### src/rtl/lsu_pkg.sv
// -----------------------------------------------------------------------------
// lsu_pkg
// Shared definitions for the load/store unit: FSM state encoding, funct3
// access-size codes and the alignment check used at request time.
// No ports (package).
// -----------------------------------------------------------------------------
package lsu_pkg;

  typedef enum logic [1:0] {
    ST_IDLE = 2'b00,
    ST_REQ  = 2'b01,
    ST_WAIT = 2'b10,
    ST_DONE = 2'b11
  } lsu_state_e;

  localparam logic [2:0] F3_B  = 3'b000;
  localparam logic [2:0] F3_H  = 3'b001;
  localparam logic [2:0] F3_W  = 3'b010;
  localparam logic [2:0] F3_BU = 3'b100;
  localparam logic [2:0] F3_HU = 3'b101;

  // Halfwords need an even address, words need a multiple of four.
  // funct3[1:0]==11 is handled as a word access.
  function automatic logic is_misaligned(input logic [2:0] f3, input logic [1:0] off);
    logic mis;
    mis = 1'b0;
    case (f3[1:0])
      2'b00:   mis = 1'b0;
      2'b01:   mis = off[0];
      default: mis = (off != 2'b00);
    endcase
    return mis;
  endfunction

endpackage

### src/rtl/dmem_lsu_load_align.sv
// -----------------------------------------------------------------------------
// load_align
// Purely combinational load extraction: picks the addressed byte/halfword
// out of the bus read word and sign- or zero-extends it to 32 bits.
// Ports:
//   rdata_i  [31:0] read word from data memory
//   off_i    [1:0]  byte offset of the access
//   funct3_i [2:0]  access size (bits 1:0) and unsigned flag (bit 2)
//   data_o   [31:0] extended load result
// -----------------------------------------------------------------------------
module load_align
  import lsu_pkg::*;
(
  input  logic [31:0] rdata_i,
  input  logic [1:0]  off_i,
  input  logic [2:0]  funct3_i,
  output logic [31:0] data_o
);

  logic [7:0]  byte_s;
  logic [15:0] half_s;

  // Lane select followed by sign/zero extension.
  always_comb begin
    byte_s = rdata_i[{off_i, 3'b000} +: 8];
    half_s = rdata_i[{off_i[1], 4'b0000} +: 16];
    data_o = rdata_i;
    case (funct3_i[1:0])
      2'b00: begin
        if (funct3_i[2]) begin
          data_o = {24'h000000, byte_s};
        end else begin
          data_o = {{24{byte_s[7]}}, byte_s};
        end
      end
      2'b01: begin
        if (funct3_i[2]) begin
          data_o = {16'h0000, half_s};
        end else begin
          data_o = {{16{half_s[15]}}, half_s};
        end
      end
      default: data_o = rdata_i;
    endcase
  end

endmodule

### src/rtl/dmem_lsu.sv
// -----------------------------------------------------------------------------
// dmem_lsu
// Load/store unit between the single-cycle core and a gnt/rvalid data memory.
// Steers store data into byte lanes with byte enables, extends load data,
// and stalls the core until the bus access completes.
// Ports:
//   clk, rst             clock, asynchronous active-high reset
//   mem_rd, mem_wr       decoded load / store request (both high = store)
//   funct3               access size and sign
//   addr                 effective byte address
//   wdata                store data (rs2)
//   stall                hold PC / register-file write (combinational)
//   load_data            extended load result (registered)
//   misalign             misaligned access flagged this cycle (combinational)
//   dm_req, dm_we        bus request / write (registered)
//   dm_addr              word-aligned bus address (registered)
//   dm_wdata, dm_be      lane-steered store data and byte enables (registered)
//   dm_gnt               request accepted this cycle
//   dm_rvalid, dm_rdata  read data return
// -----------------------------------------------------------------------------
module dmem_lsu
  import lsu_pkg::*;
#(
  parameter int ADDR_W = 32
) (
  input  logic              clk,
  input  logic              rst,
  input  logic              mem_rd,
  input  logic              mem_wr,
  input  logic [2:0]        funct3,
  input  logic [ADDR_W-1:0] addr,
  input  logic [31:0]       wdata,
  output logic              stall,
  output logic [31:0]       load_data,
  output logic              misalign,
  output logic              dm_req,
  output logic              dm_we,
  output logic [ADDR_W-1:0] dm_addr,
  output logic [31:0]       dm_wdata,
  output logic [3:0]        dm_be,
  input  logic              dm_gnt,
  input  logic              dm_rvalid,
  input  logic [31:0]       dm_rdata
);

  lsu_state_e        state_q;
  logic              dm_req_q;
  logic              dm_we_q;
  logic [ADDR_W-1:0] dm_addr_q;
  logic [31:0]       dm_wdata_q;
  logic [3:0]        dm_be_q;
  logic [31:0]       load_data_q;
  logic [1:0]        off_q;
  logic [2:0]        funct3_q;

  logic              access_s;
  logic              mis_s;
  logic [31:0]       st_data_s;
  logic [3:0]        st_be_s;
  logic [31:0]       ld_ext_s;

  // Request qualification, stall and misalign flags. Only IDLE looks at the
  // request inputs; in DONE the same instruction is still presented.
  always_comb begin
    access_s = mem_rd | mem_wr;
    mis_s    = is_misaligned(funct3, addr[1:0]);
    stall    = 1'b0;
    misalign = 1'b0;
    case (state_q)
      ST_IDLE: begin
        misalign = access_s & mis_s;
        stall    = access_s & ~mis_s;
      end
      ST_REQ:  stall = 1'b1;
      ST_WAIT: stall = 1'b1;
      ST_DONE: stall = 1'b0;
      default: stall = 1'b0;
    endcase
  end

  // Store lane steering: replicate the datum over the word, enable its lanes.
  always_comb begin
    st_data_s = wdata;
    st_be_s   = 4'b1111;
    case (funct3[1:0])
      2'b00: begin
        st_data_s = {4{wdata[7:0]}};
        st_be_s   = 4'b0001 << addr[1:0];
      end
      2'b01: begin
        st_data_s = {2{wdata[15:0]}};
        if (addr[1]) begin
          st_be_s = 4'b1100;
        end else begin
          st_be_s = 4'b0011;
        end
      end
      default: begin
        st_data_s = wdata;
        st_be_s   = 4'b1111;
      end
    endcase
  end

  // Extraction works on the latched offset/size, so both capture paths
  // (same-cycle gnt+rvalid and WAIT) see the same alignment.
  load_align u_load_align (
    .rdata_i  (dm_rdata),
    .off_i    (off_q),
    .funct3_i (funct3_q),
    .data_o   (ld_ext_s)
  );

  // Access FSM with registered bus outputs and load result.
  always_ff @(posedge clk or posedge rst) begin
    if (rst) begin
      state_q     <= ST_IDLE;
      dm_req_q    <= 1'b0;
      dm_we_q     <= 1'b0;
      dm_addr_q   <= '0;
      dm_wdata_q  <= 32'h0000_0000;
      dm_be_q     <= 4'b0000;
      load_data_q <= 32'h0000_0000;
      off_q       <= 2'b00;
      funct3_q    <= 3'b000;
    end else begin
      case (state_q)
        ST_IDLE: begin
          if (access_s && !mis_s) begin
            state_q    <= ST_REQ;
            dm_req_q   <= 1'b1;
            dm_we_q    <= mem_wr;
            dm_addr_q  <= {addr[ADDR_W-1:2], 2'b00};
            dm_wdata_q <= st_data_s;
            dm_be_q    <= mem_wr ? st_be_s : 4'b1111;
            off_q      <= addr[1:0];
            funct3_q   <= funct3;
          end else begin
            state_q <= ST_IDLE;
          end
        end
        ST_REQ: begin
          if (dm_gnt) begin
            dm_req_q <= 1'b0;
            if (dm_we_q) begin
              state_q <= ST_DONE;
            end else if (dm_rvalid) begin
              load_data_q <= ld_ext_s;
              state_q     <= ST_DONE;
            end else begin
              state_q <= ST_WAIT;
            end
          end else begin
            state_q <= ST_REQ;
          end
        end
        ST_WAIT: begin
          if (dm_rvalid) begin
            load_data_q <= ld_ext_s;
            state_q     <= ST_DONE;
          end else begin
            state_q <= ST_WAIT;
          end
        end
        ST_DONE: state_q <= ST_IDLE;
        default: begin
          state_q  <= ST_IDLE;
          dm_req_q <= 1'b0;
        end
      endcase
    end
  end

  assign dm_req    = dm_req_q;
  assign dm_we     = dm_we_q;
  assign dm_addr   = dm_addr_q;
  assign dm_wdata  = dm_wdata_q;
  assign dm_be     = dm_be_q;
  assign load_data = load_data_q;

endmodule

### config.mk
export PLATFORM = sky130hd
export DESIGN_NAME = dmem_lsu
export DESIGN_NICKNAME = d
export VERILOG_FILES = /design/src/rtl/lsu_pkg.sv /design/src/rtl/dmem_lsu_load_align.sv /design/src/rtl/dmem_lsu.sv
export SDC_FILE = /design/constraint.sdc
export NUM_CORES = 1
export LEC_CHECK = 0
export BUFFER_PORTS_ARGS = -buffer_cell sky130_fd_sc_hd__buf_4
export CORE_UTILIZATION = 38
export CTS_CLUSTER_DIAMETER = 80
export DETAILED_ROUTE_END_ITERATION = 10
export PLACE_DENSITY = 0.76
export SLEW_MARGIN = 30
export SYNTH_ARGS = -nofsm -noshare
export SYNTH_HDL_FRONTEND = slang
export SYNTH_SLANG_ARGS = --single-unit
export TNS_END_PERCENT = 10
### constraint.sdc
create_clock -name clk -period 9.3 [get_ports clk]
set_input_delay 0.465 -clock clk [delete_from_list [all_inputs] [get_ports clk]]
set_output_delay 0.465 -clock clk [all_outputs]
set_load 0.02 [all_outputs]
=== Word-level counts from Yosys, hierarchy flattened ===
Index checks and enable logic that the tools add are counted.

* Eq/ne operators: 8
* Reductions and logical operators: 12
* Shifts and indexed selects: 3
* Bitwise logic cells: 4
* Muxes and demuxes: 22

{| class="wikitable"
|+ Operators with widths
! operator !! number
|-
| 32-bit one-hot mux with 2 select lines || 3
|-
| 32-bit 2-to-1 mux || 5
|-
| 32-bit by 6-bit indexed part select with 16-bit output || 1
|-
| 32-bit by 6-bit indexed part select with 8-bit output || 1
|-
| 4-bit 2-to-1 mux || 2
|-
| 2-bit one-hot mux with 4 select lines || 1
|-
| 4-bit one-hot mux with 2 select lines || 1
|-
| 2-bit by 1-bit == test with 1-bit output (second input constant) || 3
|-
| 2-bit zero test || 3
|-
| 1-bit 2-to-1 mux || 6
|-
| 2-bit inequality test (second input constant) || 3
|-
| 3-bit AND reduction || 2
|-
| 2-bit nonzero test || 3
|-
| 2-bit == test (second input constant) || 2
|-
| 1-bit one-hot mux with 2 select lines || 2
|-
| 1-bit by 2-bit left shift with 4-bit output (first input constant) || 1
|-
| 1-bit one-hot mux with 3 select lines || 1
|-
| 1-bit bitwise AND || 2
|-
| 2-bit 2-to-1 mux || 1
|-
| 2-bit AND reduction || 1
|-
| 2-bit OR reduction || 1
|-
| 1-bit logical AND || 1
|-
| 1-bit zero test || 1
|-
| 1-bit NOT || 1
|-
| 1-bit bitwise OR || 1
|}

* Bits of input ports: 105
* Word-level logic and storage cells: 58
* Register bits after elaboration: 107
* Output and inout port bits: 104

=== Longest topological paths before layout ===
* Word-level depth: 7
* Depth in mapped cells: 8

=== By module ===
From an unflattened synthesis, not the netlist that was laid out.

* Cell total of the unflattened synthesis: 421
* Area total of the unflattened synthesis: 5424.0 um^2

{| class="wikitable"
|+ Modules (own cells, without submodules)
! module !! instances !! seq. area each (um^2) !! area an instance (um^2) !! cells each
|-
| dmem_lsu || 1 || 2677.6 || 4709.5 || 304
|-
| load_align || 1 || 0.0 || 714.4 || 117
|}

=== Least setup slack after synthesis ===
Ideal clock, no wire load.

* Path type: register -> output
* From: register state_q[0]
* To: output port stall
* Path slack: 7.328 ns
* Stages on the path, launching flop included: 8
* Path buffers: 2
* Data arrival time: 1.507 ns
* Path through: dfrtp_1 > inv_1 > ha_1 > o21ai_1 > nand3b_1 > buf_4 > buf_2 > o21ai_0

* Longest elaborated chain between the ends: 3
* Elaborated cells between the ends (all ways): 6
* Those cells by class: 3 x eq/ne; 1 x mux; 2 x reduce/logical

{| class="wikitable"
|+ Ends and longest elaborated chain
! item !! line !! source
|-
| start: declaration || dmem_lsu.sv:46 || <nowiki>lsu_state_e state_q;</nowiki>
|-
| start signal: assignment || dmem_lsu.sv:117 || <nowiki>state_q <= ST_IDLE;</nowiki>
|-
| start signal: assignment || dmem_lsu.sv:130 || <nowiki>state_q <= ST_REQ;</nowiki>
|-
| start signal: assignment || dmem_lsu.sv:139 || <nowiki>state_q <= ST_IDLE;</nowiki>
|-
| 2-bit == test or 2-bit by 1-bit == test with 1-bit output (tied branches) || dmem_lsu.sv:69 || <nowiki>case (state_q)</nowiki>
|-
| 2-bit OR reduction (no line) || - ||
|-
| 1-bit one-hot mux with 3 select lines (*) || dmem_lsu.sv:69 ||
|-
| end: declaration || dmem_lsu.sv:33 || <nowiki>output logic stall,</nowiki>
|}

Every way passes the cells marked *; elsewhere a longest branch is shown, timed or not.

=== Worst setup path in the final report ===
* From: register state_q[0]
* To: register dm_addr_q[23], in the netlist dm_addr[23]

* Longest elaborated chain between the ends: 2

{| class="wikitable"
|+ Ends and longest elaborated chain
! item !! line !! source
|-
| 2-bit zero test || dmem_lsu.sv:127 || <nowiki>case (state_q)</nowiki>
|-
| 2-bit AND reduction (no line) || - ||
|-
| end signal: assignment || dmem_lsu.sv:133 || <nowiki>dm_addr_q <= {addr[ADDR_W-1:2], 2'b00};</nowiki>
|-
| end: declaration || dmem_lsu.sv:49 || <nowiki>logic [ADDR_W-1:0] dm_addr_q;</nowiki>
|}

No other way between the ends.
A chain may end at the register's enable or synchronous reset.

==> results by group <==
Clock network
  – Post-CTS Setup Inserts: 0
  – Clock insertion delay at the later pin of the skew report: 0.35 ns
  – CTS tree: done
  – Hold buffers post-CTS: 0
  – CTS buffer count: 9
  – # H-tree levels: 3
  – Clk buf depth: 2
  – Worst-path clk slew: 0.07 ns
  – Clock Root Buffer: clkbuf_16
  – CTS-repair resized insts: 0
  – Sink Count: 107

Yosys
  – Ranking of synthesized cells by area: dfrtp_1 (52%), mux2_2 (6.8%), mux2_4 (5.9%), mux2i_1 (5.3%), nand2_1 (4.5%)
  – Synth top area share: 0.5248
  – Post-Syn Area: 5102 um^2
  – Number of synthesized register bits: 107
  – Synth cell types: 36
  – YS warnings: 0
  – Post-synth top area cell: dfrtp_1
  – Syn avg cell area: 10.86 um^2
  – Gate Count Post-Synth: 470
  – Sequential-to-total area share from yosys stat: 0.5248

Final layout
  – P&R area growth vs syn: 38.11%
  – Nets: 766
  – Utilization after layout: 0.5473
  – Share of layout cells above drive strength 1: 0.4314
  – Commonest non-fill, non-tap cell in the layout: buf_4
  – Final Cell Area: 7047 um^2
  – ANT cells: 0
  – Commonest cells after routing, fill and taps aside: buf_4 (210), dfrtp_1 (107), nand2_1 (61)

STA
  – Final setup TNS: 0 ns
  – Max Freq: 371.9 MHz
  – Setup Viol. Count Final: 0
  – Worst Clk Skew: 0.005028 ns
  – Final hold viol count: 0
  – Final Max Slew Viols: 0
  – Worst slew margin: 0.3672
  – Worst Tran Pin Value: 0.9492 ns
  – RSZ-0062 raised after global routing: no
  – Final min period: 2.689 ns
  – Post-route clock period utilization: 0.2891

Detailed routing
  – Starting DRT DRC Count: 321
  – DRC Markers: 0
  – DR WL/cell: 16.25 um
  – Final wirelength: 13.57 mm
  – Met3 WL: 1.156 mm
  – Post-DRT Antenna Nets: 0
  – Routed via count: 4,230
  – DR WL met2: 6.861 mm
  – Vias per inst: 5.066
  – Pre-antenna DRT Iters: 4
  – Met1 WL: 5.361 mm
  – Top sig layer: met4

Pwr
  – Pwr Density: 348.7 nW/um^2
  – Leakage: 0.003443 uW
  – Worst vdd ir: 177.1 uV

Worst setup path
  – CP arrival: 2.93 ns
  – Crit-path cells: inv_1 > ha_1 > o21ai_1 > nand3b_1 > buf_4 > mux2_2
  – R2R Path End: dm_addr[23]
  – WP data required: 9.54 ns
  – Crit-path max FO: 78
  – Reg2reg start: state_q[0]
  – Highest-delay cell along the critical path: buf_4
  – R2R setup slack: 6.61 ns
  – Worst r2r path cells: 6
  – Largest stage delay, worst path: 0.78 ns
  – Startpoint Class: flip-flop
  – CP Class: reg -> reg
  – CP Capture Type: flip-flop

Floorplanning
  – Top-Level Pins: 209
  – Die X: 117.9 um
  – Initial core utilization: 0.3963
  – Core area: 12,880 um^2
  – # rows: 41
  – Height of the die: 117.9 um
  – Full die area: 13,890 um^2

Global route
  – Vias in the first global route: 4,284
  – Tot GR Track Use: 0.1996
  – Grt ovf: 0
  – Antenna violations before repair: 0
  – First-pass GRT wire length: 22.11 mm
  – Largest net degree at the start of global routing: 79

Hold path
  – Worst hold path type: in -> async

Place
  – Post-DP HPWL: 10.04 mm
  – PortBufs: 206
  – Placement Cell Area: 6709 um^2
  – Routability cong.: 0.8360

Job
  – Max cap viols: 0

Outcome
  – Status: complete, no violations
[power breakdown]
part	internal, uW	switching, uW	total [uW]
clock network	238	179	417
registers	691	162	853
logic	553	635	1190
total	1480	976	2460
[worst max path at each step]
stage                    start                         end  slack [ns]  depth (start not counted)
finish              state_q[0]                 dm_addr[23]        6.61                          6
global route        state_q[0]                 dm_addr[23]        6.41                          6
CTS                 state_q[0]                 dm_addr[23]        6.31                          6
detailed placement   funct3[1]                 dm_addr[24]        6.17                          5
global placement     funct3[1]                 dm_addr[29]        6.27                          5
floorplan                  rst  asynchronous set/reset pin        6.02                          1
[sequential cells by signal (all words and copies together) (netlist names), named ones only]
signal,count
dm_we,1
funct3_q,3
dm_wdata,32
off_q,2
dm_be,4
load_data,32
dm_req,1
state_q,1
dm_addr,30
[metrics by stage]
step                setup slack [ns]  power [uW]  hold slack (ns)  cells
floorplan                      6.018        1556           0.4852    471
global placement               6.274        2012           0.4650    818
detailed placement             6.165        2053           0.4714    818
CTS                            6.310        2475           0.1798    834
global route                   6.414        2597           0.2253    835
finish                         6.611        2457           0.1742    835
[area by class of cell]
type | instances | area [um^2]
multi-input combinational | 322 | 2211
fill | 1151 | 5829
sequential | 107 | 2678
clock buffer | 9 | 225.2
timing repair buffer | 211 | 1588
inverter | 7 | 28.78
tap | 172 | 215.2
clock inverter | 7 | 101.3
[cell usage after synthesis (all sizes together)]
cell type and count:
o32ai 1, mux2i 27, o22a 1, nor4bb 1
a21oi 26, o21ai 35, conb 1, o22ai 3
a221oi 8, nand2 61, a2bb2oi 1, dfrtp 107
or3 1, nand3b 4, clkbuf 8, inv 7
nand2b 6, ha 3, o31ai 1, a21o 6
a211oi 1, o21ba 1, a31oi 3, buf 27
o21a 1, nand3 39, nor2b 11, o21bai 1
mux2 51, nor2 27
[worst max-delay path: cells and delay by family, from the launching register on]
kind | cells | cell delay (ns)
DFF | 1 | 0.39
AOI/OAI and AO/OA | 1 | 0.11
muxes | 1 | 0.42
buffers and inverters | 2 | 0.87
adders and majority gates | 1 | 0.24
and+or+nand+nor | 1 | 0.48
[per-layer routing]
metal	GRT usage	up-vias
li1	-	2003
met1	0.2378	2030
met2	0.3375	183
met3	0.06638	14
met4	0.06490	0
met5	0	-
[cells by family (layout without fill, tap and decap cells)]
kind of cell             count (synthesis)  after routing  synth area share
AO/OA/AOI/OAI                           89             89            0.1089
adder cells (fa/ha/maj)                  3              3          0.007357
buffers and inverters                   42            234           0.04267
flip-flops                             107            107            0.5248
multiplexers                            78             78            0.1802
other                                    1              2         0.0007349
AND/OR/NAND/NOR                        150            150            0.1354
Power figures use the tool's default switching activity.
